**config.mk**
```make
export PLATFORM = sky130hd
export DESIGN_NAME = fangwen
export DESIGN_NICKNAME = d
export VERILOG_FILES = /design/src/rtl/fangwen_pkg.sv /design/src/rtl/fangwen_sqgen.sv /design/src/rtl/fangwen.sv
export SDC_FILE = /design/constraint.sdc
export NUM_CORES = 1
export LEC_CHECK = 0
export ABC_AREA = 1
export CORE_UTILIZATION = 44
export CTS_BUF_LIST = sky130_fd_sc_hd__clkbuf_16
export CTS_CLUSTER_DIAMETER = 120
export CTS_CLUSTER_SIZE = 14
export DETAILED_ROUTE_END_ITERATION = 8
export GPL_ROUTABILITY_DRIVEN = 0
export PLACE_DENSITY = 0.86
export SLEW_MARGIN = 20
export SYNTH_ARGS = -nofsm -noshare
export SYNTH_HDL_FRONTEND = slang
export SYNTH_SLANG_ARGS = --single-unit
```
**constraint.sdc**
```tcl
create_clock -name clk -period 1.3 [get_ports clk]
set_clock_uncertainty 0.15 [all_clocks]
set_input_delay 0.26 -clock clk [delete_from_list [all_inputs] [get_ports clk]]
set_output_delay 0.26 -clock clk [all_outputs]
set_load 0.03 [all_outputs]
```
**src/rtl/fangwen_pkg.sv**
```systemverilog
// Shared types and level-to-sample mapping for the fangwen square-wave generator.
// Macro FANGWEN_BIPOLAR_EN selects a +/-AMP output instead of AMP/0.
package fangwen_pkg;

    localparam int DW = 11;

    typedef logic [DW-1:0] word_t;

`ifdef FANGWEN_BIPOLAR_EN
    localparam int unsigned AMP_MAX = 1023;
`else
    localparam int unsigned AMP_MAX = 2047;
`endif

    // LOW maps to -AMP in two's complement when bipolar, else to zero.
    function automatic word_t level_to_sample(input logic level, input word_t amp);
`ifdef FANGWEN_BIPOLAR_EN
        return level ? amp : (word_t'(0) - amp);
`else
        return level ? amp : word_t'(0);
`endif
    endfunction

endpackage

```
**src/rtl/fangwen_sqgen.sv**
```systemverilog
// One square-wave channel: half-period counter, level bit and registered sample.
// Output mapping follows FANGWEN_BIPOLAR_EN through fangwen_pkg.
module fangwen_sqgen
    import fangwen_pkg::*;
#(
    parameter int          HALF = 25,
    parameter int unsigned AMP  = 11'h3FF
) (
    input  logic          clk,
    input  logic          rst,
    output logic [DW-1:0] dout
);

    localparam int CW = (HALF > 1) ? $clog2(HALF) : 1;
    localparam logic [CW-1:0] LAST  = CW'(HALF - 1);
    localparam word_t         AMP_W = DW'(AMP);

    if (HALF < 1) begin : g_bad_half
        $fatal(1, "fangwen_sqgen: HALF must be >= 1");
    end
    if (AMP > AMP_MAX) begin : g_bad_amp
        $fatal(1, "fangwen_sqgen: AMP out of range");
    end

    logic [CW-1:0] cnt_q;
    logic [CW-1:0] cnt_d;
    logic          level_q;
    logic          level_d;
    word_t         dout_q;

    always_comb begin
        cnt_d   = cnt_q + 1'b1;
        level_d = level_q;
        if (cnt_q == LAST) begin
            cnt_d   = '0;
            level_d = ~level_q;
        end
    end

    // The output is mapped from the next level so it changes on the toggle edge itself.
    always_ff @(posedge clk) begin
        if (rst) begin
            cnt_q   <= '0;
            level_q <= 1'b0;
            dout_q  <= '0;
        end else begin
            cnt_q   <= cnt_d;
            level_q <= level_d;
            dout_q  <= level_to_sample(level_d, AMP_W);
        end
    end

    assign dout = dout_q;

endmodule

```
**src/rtl/fangwen.sv**
```systemverilog
// Dual fixed-frequency square-wave generator (mark on dout1, space on dout2).
// Build with FANGWEN_BIPOLAR_EN for +/-AMP outputs; default is AMP/0.
module fangwen
    import fangwen_pkg::*;
#(
    parameter int          HALF1 = 25,
    parameter int          HALF2 = 50,
    parameter int unsigned AMP   = 11'h3FF
) (
    input  logic          clk,
    input  logic          rst,
    output logic [DW-1:0] dout1,
    output logic [DW-1:0] dout2
);

    fangwen_sqgen #(
        .HALF (HALF1),
        .AMP  (AMP)
    ) u_mark (
        .clk  (clk),
        .rst  (rst),
        .dout (dout1)
    );

    fangwen_sqgen #(
        .HALF (HALF2),
        .AMP  (AMP)
    ) u_space (
        .clk  (clk),
        .rst  (rst),
        .dout (dout2)
    );

endmodule

```
==> results.tsv <==
metric	value	unit
layout_min_cycle_time	1230	ps
first_pass_iters	6	
drive_above_1_share	29.8	%
synth_enable_flop_cells	0	
yosysSeqAreaShare	35.0	%
post_synth_main_area_contributors	dfxtp_1 (35%), buf_4 (22%), nor2_1 (7.1%), ha_1 (6.7%), inv_1 (6.1%)	
ctsHoldBuffers	0	
yosys.area.top_type	dfxtp_1	
dpl_worst_slack	24.9	ps
area_growth	17.1	%
post_synthesis_cell_count	98	
grt_usage	13.5	%
die_y	43.1	um
wirelength	1230	um
synth_most_common_cell	buf_4	
crit_slowest_cell	dfxtp_4	
run_status	complete, no violations	
timing_max_transition_violations_final	0	
cp_cell_sequence	buf_4	
critical_path.reg2reg.endpoint	u_mark.cnt_q[4]	
finalHoldWorstSlack	333	ps
layout.nets	111	
io_pins	24	
grt_pass1_wl	1840	um
num_rows	14	
n_antenna_cell	0	
timing.reg2reg.worst_path_depth	6	
worstSetupPathType	flop to output pin	
coreArea	0.00154	mm^2
worst_ep_arrival_time	820	ps
numPortBuffers	21	
synth_flop_cell	dfxtp_1	
worst-path-max-fanout	12	
detail_route.vias_per_cell	4.71	
stdcell_area	872	um^2
clk_root_buffer_cell	clkbuf_16	
static-leakage-power	0.438	nW
cp_data_required_time	890	ps
start_util	48.3	%
dp.final_hpwl	833	um
wire_per_inst	10.3	um
postSynthAreaPerCell	7.60	um^2
yosysWarnings	0	
antenna_violating_nets_post_route	0	
synth_commonest_cells	buf_4 (22), nor2_1 (14), dfxtp_1 (13)	
maximum_vdd_drop	522	uV
hp-class	flop to flop	
ff_latch_count_synth	13	
cts_resized	2	
cts.sinks	13	
postCtsSetupBuffers	0	
critical_path_launch_point	u_space.dout[8]	
num_vias	565	
gr-total-overflow	0	
cts.path.max_buffers	2	
initialDrtViolationCount	12	
worstSetupStartpointType	flop	
clock.fmax	0.814	GHz
cp_slowest_stage_delay	400	ps
worstSetupPathDepth	1	
max-cap-violations	0	
path_buf_inv	1	
placedInstanceArea	778	um^2
htree_num_levels	1	
timing.final.setup_violations	0	
power.density	1230	mW/mm^2
mappedNetlistArea	744	um^2
grt_max_degree	13	
reg2reg_slack	100	ps
dieWidth	43.1	um
hold_viol	0	
worst_r2r_startpoint	u_mark.cnt_q[0]	
critical_path.top_delay_family	flip-flops	
antenna_found_initial	0	
fin_crit_sh	94.5	%
utilization	56.6	%
drcViolationCount	0	
cell_variety_after_synth	18	
critical_path.endpoint	dout2[6]	
first_global_vias	459	
layout_setup_ws	71.2	ps
async_flop_share	0	%
cts.reportedPaths.clkPinSlew	40	ps
clock_insertion_delay_worst_skew	240	ps
timing.critical_path.to_type	output pin	
synth_top_area_share	35.0	%
cts_tree	yes	
cts_made_buffers	3	
die-area	0.00186	mm^2
worst min path at each step:
stage,startpoint,cells after the start,to,slack (ps)
after floorplan,u_mark.cnt_q[0],1,u_mark.cnt_q[0],290
after global placement,u_space.cnt_q[0],1,u_space.cnt_q[0],310
after detailed placement,u_mark.cnt_q[3],2,u_mark.cnt_q[3],320
after CTS,u_mark.cnt_q[3],2,u_mark.cnt_q[3],330
after global routing,u_mark.cnt_q[3],2,u_mark.cnt_q[3],360
final,u_mark.cnt_q[3],2,u_mark.cnt_q[3],330
area by class of cell:
type	count	area, um^2
inverter	12	45.0
sequential	13	268
tap	16	20.0
fill	140	669
timing repair buffer	23	175
clock buffer	3	75.1
clock inverter	1	3.75
multi-input combinational	52	285
metal layers:
layer,vias up,wire [um],track usage (%)
met1,238,570,15.3
met5,-,0,0
met3,3,94,1.28
met4,0,23,10.9
li1,294,-,-
met2,30,546,22.4
metrics by stage:
stage / TNS [ps] / cells / power, W
global placement: 0 / 116 / 0.000503
detailed placement: 0 / 116 / 0.000507
CTS: 0 / 120 / 0.00108
global route: -0.705 / 120 / 0.00111
finish: 0 / 120 / 0.00107
floorplan: 0 / 99 / 0.000489
registers in the layout, summed over array words and instances, names as in the netlist:
| name | flops |
|---|---|
| u_space.dout | 1 |
| u_mark.dout | 1 |
| u_mark.cnt_q | 5 |
| u_space.cnt_q | 6 |
placed cells by master, fill, tap and decap left out, drive strengths merged, types with 2 or more instances in the layout:
cell and n:
buf 22, nor2 15, inv 13, dfxtp 13, nand2 12, nand3 6
a21oi 4, ha 4, clkbuf 3, nand4 2, xor2 2, conb 2
kinds of logic (layout without fill, tap and decap cells):
logic type	count (synthesis)	in the layout	synth area share [%]
AND/OR/NAND/NOR	37	37	21.7
buffers and inverters	34	39	28.2
flip-flops	13	13	35.0
AO/OA/AOI/OAI	6	6	4.37
adder cells (fa/ha/maj)	4	4	6.72
XOR/XNOR	3	3	3.53
other	1	2	0.504
power breakdown:
part / total, W / switching, W / internal, W
Combinational: 0.0000729 / 0.0000427 / 0.0000301
Clock: 0.000573 / 0.000168 / 0.000405
Sequential: 0.000426 / 0.0000148 / 0.000412
Total: 0.00107 / 0.000226 / 0.000847
Power figures use the tool's default switching activity.
